--- src/rtl/mdu_pkg.sv ---
`default_nettype none
// ============================================================================
// Module      : mdu_pkg
// Description : Shared definitions for the multiply/divide unit: operation
//               encodings, FSM state type and default datapath sizes.
// Revision    : 1.0 - initial release
// ============================================================================
package mdu_pkg;

    localparam int WIDTH_DEF = 32;
    localparam int ITER_DEF  = 32;

    localparam logic [1:0] OP_MULT  = 2'b00;
    localparam logic [1:0] OP_MULTU = 2'b01;
    localparam logic [1:0] OP_DIV   = 2'b10;
    localparam logic [1:0] OP_DIVU  = 2'b11;

    typedef enum logic [1:0] {
        IDLE = 2'd0,
        RUN  = 2'd1,
        DONE = 2'd2
    } state_t;

    // Signed variants are the even encodings (MULT, DIV).
    function automatic logic op_is_signed(input logic [1:0] op);
        return ~op[0];
    endfunction

endpackage
`default_nettype wire

--- src/rtl/mdu_iter_core.sv ---
`default_nettype none
// ============================================================================
// Module      : mdu_iter_core
// Description : 2*WIDTH-bit accumulator with a one-step unsigned datapath:
//               shift-add multiply or restoring shift-subtract divide.
//               Ports:
//                 clk, rst      - clock, synchronous active-high reset
//                 i_load        - load {0, i_a} into the accumulator, latch i_b
//                 i_step        - advance the accumulator by one step
//                 i_is_div      - select divide (1) or multiply (0) step
//                 i_a, i_b      - unsigned magnitudes (multiplier / dividend,
//                                 multiplicand / divisor)
//                 o_acc_next    - accumulator value after the current step
//                                 ({product} or {remainder, quotient})
// Revision    : 1.0 - initial release
// ============================================================================
module mdu_iter_core #(
    parameter int WIDTH = 32
) (
    input  logic                 clk,
    input  logic                 rst,
    input  logic                 i_load,
    input  logic                 i_step,
    input  logic                 i_is_div,
    input  logic [WIDTH-1:0]     i_a,
    input  logic [WIDTH-1:0]     i_b,
    output logic [2*WIDTH-1:0]   o_acc_next
);

    logic [2*WIDTH-1:0] r_acc;
    logic [WIDTH-1:0]   r_b;
    logic [WIDTH:0]     w_sum;
    logic [WIDTH:0]     w_rem;
    logic [WIDTH:0]     w_trial;

    always_comb begin
        // Multiply: low half holds remaining multiplier bits; add into the
        // high half when the current LSB is set, then shift right with carry.
        w_sum   = {1'b0, r_acc[2*WIDTH-1:WIDTH]} + {1'b0, r_b};
        // Divide: shift the next dividend bit into the partial remainder and
        // keep the subtraction only if it does not borrow. The partial
        // remainder is below the divisor, so WIDTH+1 bits suffice.
        w_rem   = r_acc[2*WIDTH-1:WIDTH-1];
        w_trial = w_rem - {1'b0, r_b};

        if (i_is_div) begin
            if (!w_trial[WIDTH]) begin
                o_acc_next = {w_trial[WIDTH-1:0], r_acc[WIDTH-2:0], 1'b1};
            end else begin
                o_acc_next = {w_rem[WIDTH-1:0], r_acc[WIDTH-2:0], 1'b0};
            end
        end else begin
            if (r_acc[0]) begin
                o_acc_next = {w_sum, r_acc[WIDTH-1:1]};
            end else begin
                o_acc_next = {1'b0, r_acc[2*WIDTH-1:1]};
            end
        end
    end

    always_ff @(posedge clk) begin
        if (rst) begin
            r_acc <= '0;
            r_b   <= '0;
        end else if (i_load) begin
            r_acc <= {{WIDTH{1'b0}}, i_a};
            r_b   <= i_b;
        end else if (i_step) begin
            r_acc <= o_acc_next;
        end
    end

endmodule
`default_nettype wire

--- src/rtl/mult_div_unit.sv ---
`default_nettype none
// ============================================================================
// Module      : mult_div_unit
// Description : Iterative MIPS-style HI/LO multiply/divide unit. One step per
//               cycle, ITER cycles per operation, plus a one-cycle DONE.
//               Ports:
//                 clk, reset        - clock, synchronous active-high reset
//                 start, op         - launch MULT/MULTU/DIV/DIVU (idle only)
//                 input1, input2    - operand A / dividend, operand B / divisor
//                 mthi, mtlo        - move input1 into HI / LO (idle only)
//                 hi, lo            - result registers
//                 busy, done        - not idle / one-cycle result strobe
//                 div_zero          - sticky divide-by-zero flag
// Revision    : 1.0 - initial release
// ============================================================================
module mult_div_unit
    import mdu_pkg::*;
#(
    parameter int WIDTH = WIDTH_DEF,
    parameter int ITER  = ITER_DEF
) (
    input  logic             clk,
    input  logic             reset,
    input  logic             start,
    input  logic [1:0]       op,
    input  logic [WIDTH-1:0] input1,
    input  logic [WIDTH-1:0] input2,
    input  logic             mthi,
    input  logic             mtlo,
    output logic [WIDTH-1:0] hi,
    output logic [WIDTH-1:0] lo,
    output logic             busy,
    output logic             done,
    output logic             div_zero
);

    localparam int             CW     = $clog2(ITER) + 1;
    localparam logic [CW-1:0]  C_LAST = CW'(ITER - 1);

    state_t             r_state, w_state_nxt;
    logic [CW-1:0]      r_count, w_count_nxt;
    logic               r_is_div, w_is_div_nxt;
    logic               r_neg_q, w_neg_q_nxt;
    logic               r_neg_r, w_neg_r_nxt;
    logic               r_b_zero, w_b_zero_nxt;
    logic [WIDTH-1:0]   r_a, w_a_nxt;
    logic [WIDTH-1:0]   r_hi, w_hi_nxt;
    logic [WIDTH-1:0]   r_lo, w_lo_nxt;
    logic               r_done, w_done_nxt;
    logic               r_div_zero, w_div_zero_nxt;

    logic               w_load;
    logic               w_step;
    logic               w_signed;
    logic [WIDTH-1:0]   w_mag_a;
    logic [WIDTH-1:0]   w_mag_b;
    logic [2*WIDTH-1:0] w_acc_nxt;
    logic [2*WIDTH-1:0] w_prod;
    logic [WIDTH-1:0]   w_quot;
    logic [WIDTH-1:0]   w_rem;

    assign w_load = (r_state == IDLE) && start;
    assign w_step = (r_state == RUN);

    always_comb begin
        w_signed = op_is_signed(op);
        w_mag_a  = (w_signed && input1[WIDTH-1]) ? -input1 : input1;
        w_mag_b  = (w_signed && input2[WIDTH-1]) ? -input2 : input2;
    end

    mdu_iter_core #(
        .WIDTH      (WIDTH)
    ) u_core (
        .clk        (clk),
        .rst        (reset),
        .i_load     (w_load),
        .i_step     (w_step),
        .i_is_div   (r_is_div),
        .i_a        (w_mag_a),
        .i_b        (w_mag_b),
        .o_acc_next (w_acc_nxt)
    );

    // Sign correction of the final magnitude results. Negating 2^(WIDTH-1)
    // wraps to itself, which yields the expected MIN_INT / -1 result.
    always_comb begin
        w_prod = r_neg_q ? -w_acc_nxt : w_acc_nxt;
        w_quot = r_neg_q ? -w_acc_nxt[WIDTH-1:0] : w_acc_nxt[WIDTH-1:0];
        w_rem  = r_neg_r ? -w_acc_nxt[2*WIDTH-1:WIDTH] : w_acc_nxt[2*WIDTH-1:WIDTH];
    end

    always_comb begin
        w_state_nxt    = r_state;
        w_count_nxt    = r_count;
        w_is_div_nxt   = r_is_div;
        w_neg_q_nxt    = r_neg_q;
        w_neg_r_nxt    = r_neg_r;
        w_b_zero_nxt   = r_b_zero;
        w_a_nxt        = r_a;
        w_hi_nxt       = r_hi;
        w_lo_nxt       = r_lo;
        w_done_nxt     = 1'b0;
        w_div_zero_nxt = r_div_zero;

        case (r_state)
            IDLE: begin
                if (start) begin
                    // Moves presented with start are dropped.
                    w_state_nxt    = RUN;
                    w_count_nxt    = '0;
                    w_is_div_nxt   = op[1];
                    w_neg_q_nxt    = w_signed && (input1[WIDTH-1] ^ input2[WIDTH-1]);
                    w_neg_r_nxt    = w_signed && input1[WIDTH-1];
                    w_b_zero_nxt   = (input2 == '0);
                    w_a_nxt        = input1;
                    w_div_zero_nxt = 1'b0;
                end else begin
                    if (mthi) w_hi_nxt = input1;
                    if (mtlo) w_lo_nxt = input1;
                end
            end
            RUN: begin
                w_count_nxt = r_count + CW'(1);
                if (r_count == C_LAST) begin
                    w_state_nxt = DONE;
                    w_done_nxt  = 1'b1;
                    if (!r_is_div) begin
                        w_hi_nxt = w_prod[2*WIDTH-1:WIDTH];
                        w_lo_nxt = w_prod[WIDTH-1:0];
                    end else if (r_b_zero) begin
                        // Divide by zero returns the untouched dividend.
                        w_hi_nxt       = r_a;
                        w_lo_nxt       = '1;
                        w_div_zero_nxt = 1'b1;
                    end else begin
                        w_hi_nxt = w_rem;
                        w_lo_nxt = w_quot;
                    end
                end
            end
            DONE: begin
                w_state_nxt = IDLE;
            end
            default: begin
                w_state_nxt = IDLE;
            end
        endcase
    end

    always_ff @(posedge clk) begin
        if (reset) begin
            r_state    <= IDLE;
            r_count    <= '0;
            r_is_div   <= 1'b0;
            r_neg_q    <= 1'b0;
            r_neg_r    <= 1'b0;
            r_b_zero   <= 1'b0;
            r_a        <= '0;
            r_hi       <= '0;
            r_lo       <= '0;
            r_done     <= 1'b0;
            r_div_zero <= 1'b0;
        end else begin
            r_state    <= w_state_nxt;
            r_count    <= w_count_nxt;
            r_is_div   <= w_is_div_nxt;
            r_neg_q    <= w_neg_q_nxt;
            r_neg_r    <= w_neg_r_nxt;
            r_b_zero   <= w_b_zero_nxt;
            r_a        <= w_a_nxt;
            r_hi       <= w_hi_nxt;
            r_lo       <= w_lo_nxt;
            r_done     <= w_done_nxt;
            r_div_zero <= w_div_zero_nxt;
        end
    end

    assign hi       = r_hi;
    assign lo       = r_lo;
    assign busy     = (r_state != IDLE);
    assign done     = r_done;
    assign div_zero = r_div_zero;

endmodule
`default_nettype wire

--- config.mk ---
export PLATFORM = sky130hd
export DESIGN_NAME = mult_div_unit
export DESIGN_NICKNAME = d
export VERILOG_FILES = /design/src/rtl/mdu_pkg.sv /design/src/rtl/mdu_iter_core.sv /design/src/rtl/mult_div_unit.sv
export SDC_FILE = /design/constraint.sdc
export NUM_CORES = 1
export LEC_CHECK = 0
export BUFFER_PORTS_ARGS = -buffer_cell sky130_fd_sc_hd__buf_2
export CAP_MARGIN = 5
export CORE_UTILIZATION = 45
export DETAILED_ROUTE_END_ITERATION = 8
export SYNTH_ARGS = -nofsm -noshare
export SYNTH_HDL_FRONTEND = slang
export SYNTH_SLANG_ARGS = --single-unit
--- constraint.sdc ---
create_clock -name clk -period 6.78 [get_ports clk]
set_input_delay 0.339 -clock clk [delete_from_list [all_inputs] [get_ports clk]]
set_output_delay 0.339 -clock clk [all_outputs]
set_load 0.005 [all_outputs]
==> results.cfg <==
[power]
combinationalPowerShare_pct = 33.9
seqPwrFrac_pct = 31.5
switchingPower_uw = 1690
switching_share_pct = 38.4
clkPwrFrac_pct = 34.6
power_density_nw_per_um2 = 221
power_uw = 4390
cell_internal_pwr_uw = 2700
p_leak_uw = 0.00760
ir_drop_uv = 196

[grt]
grt_pass1_vias = 18300
use_met2_pct = 55.2
use_met3_pct = 6.01
grt_max_degree = 127
antenna_found_initial = 0
gr-total-overflow = 0
gr-max-usage-layer = met2
grt_pass1_wl_um = 112000
grtUsageMet1_pct = 49.0
grt_use_total_pct = 35.6

[sta]
fmax_ghz = 0.166
worst_pin_slew_ps = 1210
hold_viol_final = 0
period_needed_ps = 6040
max_slew_margin_pct = 18.8
fin_worst_skew_ps = 19.0
fin_crit_sh_pct = 89.1
fin_tns_setup_ps = 0
slew_viol_final = 0
rsz0062_at_grt = false
finalSetupViolations = 0

[cts]
post_cts_buffers = 0
root_buffer = clkbuf_16
hold_buffers = 0
cts_resized = 0
cts_made_buffers = 26
clockBufferDepth = 3
tritoncts_num_sinks = 206
clock_latency_ps = 570
cts_max_level = 1
cts_tree = done
clk_pin_slew_ps = 60

[floorplanning]
ioPinCount = 138
start_util_pct = 46.1
fp.dieW_um = 202
die_h_um = 202
die_area_um2 = 40900
fp.coreArea_um2 = 39100
rows = 72

[detailed_routing]
drc = 0
routedWlPerCell_um = 24.5
drt_wl_total_um = 75300
via_count = 19800
ant_nets = 0
drtIter0Drc = 1812
vias_per_cell = 6.41
dr.pass1.iters = 5

[status]
status = complete, no violations

[critical_path]
worst_ep_arrival_time_ps = 6530
crit_required_ps = 7270
crit_path_max_fanout = 15
end_kind = flip-flop
startpoint_type = flip-flop
path_class = reg2reg

[layout]
layout-drive-gt1-share_pct = 12.3
diodes = 0
final_common_cell = nand2_1
final_cell_mix = 354 x nand2_1, 275 x a21oi_1, 252 x nor2_1
fin_cells = 3079
area_growth_pct = 10.3
nNetsFinal = 2683

[synthesis]
netlist_area_um2 = 18000
synth_cell_types = 109
synth-seq-cells = 206
synth_seq_area_share_pct = 22.9
synth_edf_count = 0
yosysWarnings = 0
synth_fp_nets = 2650
synthArstFlopShare_pct = 0
syn_avg_cell_area_um2 = 7.19
syn-instance-count = 2508
synthFlopType = dfxtp_1

[run]
drv_cap = 0

[placed_design]
gp_congestion = 0.968
place_hpwl_um = 56500
io_buffers = 137
dp_cells = 3031

[hold_path]
hp-class = in2reg
==> kinds of logic (layout without fill, tap and decap cells) <==
group / after synthesis / in the layout / synth area share [%]
adders and majority gates: 71 / 71 / 5.01
DFF: 206 / 206 / 22.9
AOI/OAI and AO/OA: 832 / 832 / 31.4
xor gates and xnor gates: 151 / 151 / 7.34
buffers and inverters: 252 / 305 / 5.72
and+or+nand+nor: 943 / 943 / 24.6
muxes: 53 / 53 / 3.01
==> registers in the layout, indices dropped and copies added, names as in the netlist <==
name,count
div_zero,1
done,1
hi,32
lo,32
r_a,32
r_b_zero,1
r_count,6
r_is_div,1
r_neg_q,1
r_neg_r,1
r_state,2
u_core.r_acc,64
u_core.r_b,32
==> per-layer routing <==
layer | up-vias | part of all wire, %
li1 | 9236 | -
met1 | 9495 | 44
met2 | 857 | 44
met3 | 162 | 8.5
met4 | 0 | 4.0
met5 | - | 0
==> per-stage QoR <==
step	cell area, um^2	utilization (%)	hold WS [ps]	setup WS [ps]
2_1_floorplan	18000	-	431	1970
3_3_place_gp	19000	48.5	439	1140
3_5_place_dp	19000	48.5	442	904
4_1_cts	19900	50.9	11.9	881
5_1_grt	19900	50.9	16.4	402
6_report	19900	50.9	22.4	738
==> cells in the mapped netlist (23+ instances only) <==
library cell | instances | area, um^2
nand2_1 | 354 | 1330
a21oi_1 | 275 | 1380
nor2_1 | 253 | 950
dfxtp_1 | 206 | 4120
o21ai_0 | 139 | 696
clkbuf_1 | 130 | 488
nor3_1 | 93 | 465
xnor2_1 | 82 | 718
inv_1 | 78 | 293
a211oi_1 | 72 | 541
ha_1 | 69 | 863
xor2_1 | 69 | 604
nand3_1 | 45 | 225
mux2i_1 | 44 | 440
o221ai_1 | 40 | 350
or3_1 | 30 | 188
a21o_1 | 26 | 195
o31ai_1 | 25 | 188
nand4_1 | 23 | 144
==> path summary, 6_finish.rpt <==
path                     from       end  slack, ps  depth (start not counted)
max          u_core.r_acc[31]    hi[24]        740                         23
min                     op[1]  r_is_div         20                          3
max reg2reg  u_core.r_acc[31]    hi[24]        740                         23
min reg2reg            lo[29]    lo[29]        450                          2
==> power groups by stage <==
stage / combinational (uW) / clock (uW) / sequential [uW]
after CTS: 1450 / 1530 / 1380
after global routing: 1590 / 1570 / 1390
final: 1490 / 1520 / 1380
after floorplan: 1000 / 0 / 1380
after global placement: 1440 / 0 / 1400
after detailed placement: 1450 / 0 / 1400
==> critical path, stage by stage (launching register included) <==
cell,delay [ps]
dfxtp_1,340
inv_1,80
ha_1,170
inv_1,60
fa_1,420
a211oi_1,320
o211ai_1,200
a211o_1,320
and3_1,280
o21ai_4,500
nand3_1,140
a31oi_1,590
inv_1,170
ha_1,260
nand2_1,130
or3_1,120
nor3_1,60
o32ai_2,610
nor3_2,200
nand3_2,200
o21ai_1,90
xor2_1,160
a221o_1,380
a21oi_1,160
==> area by class of cell <==
| class | instances | area, um^2 |
|---|---|---|
| multi-input cells | 2050 | 12900 |
| flip-flops and latches | 206 | 4130 |
| inverters | 81 | 304 |
| well taps | 518 | 648 |
| fillers | 4012 | 19200 |
| clock inverters | 13 | 169 |
| repair buffers | 176 | 993 |
| clock buffers | 35 | 746 |
No activity file was read; power rests on OpenSTA's default activity.
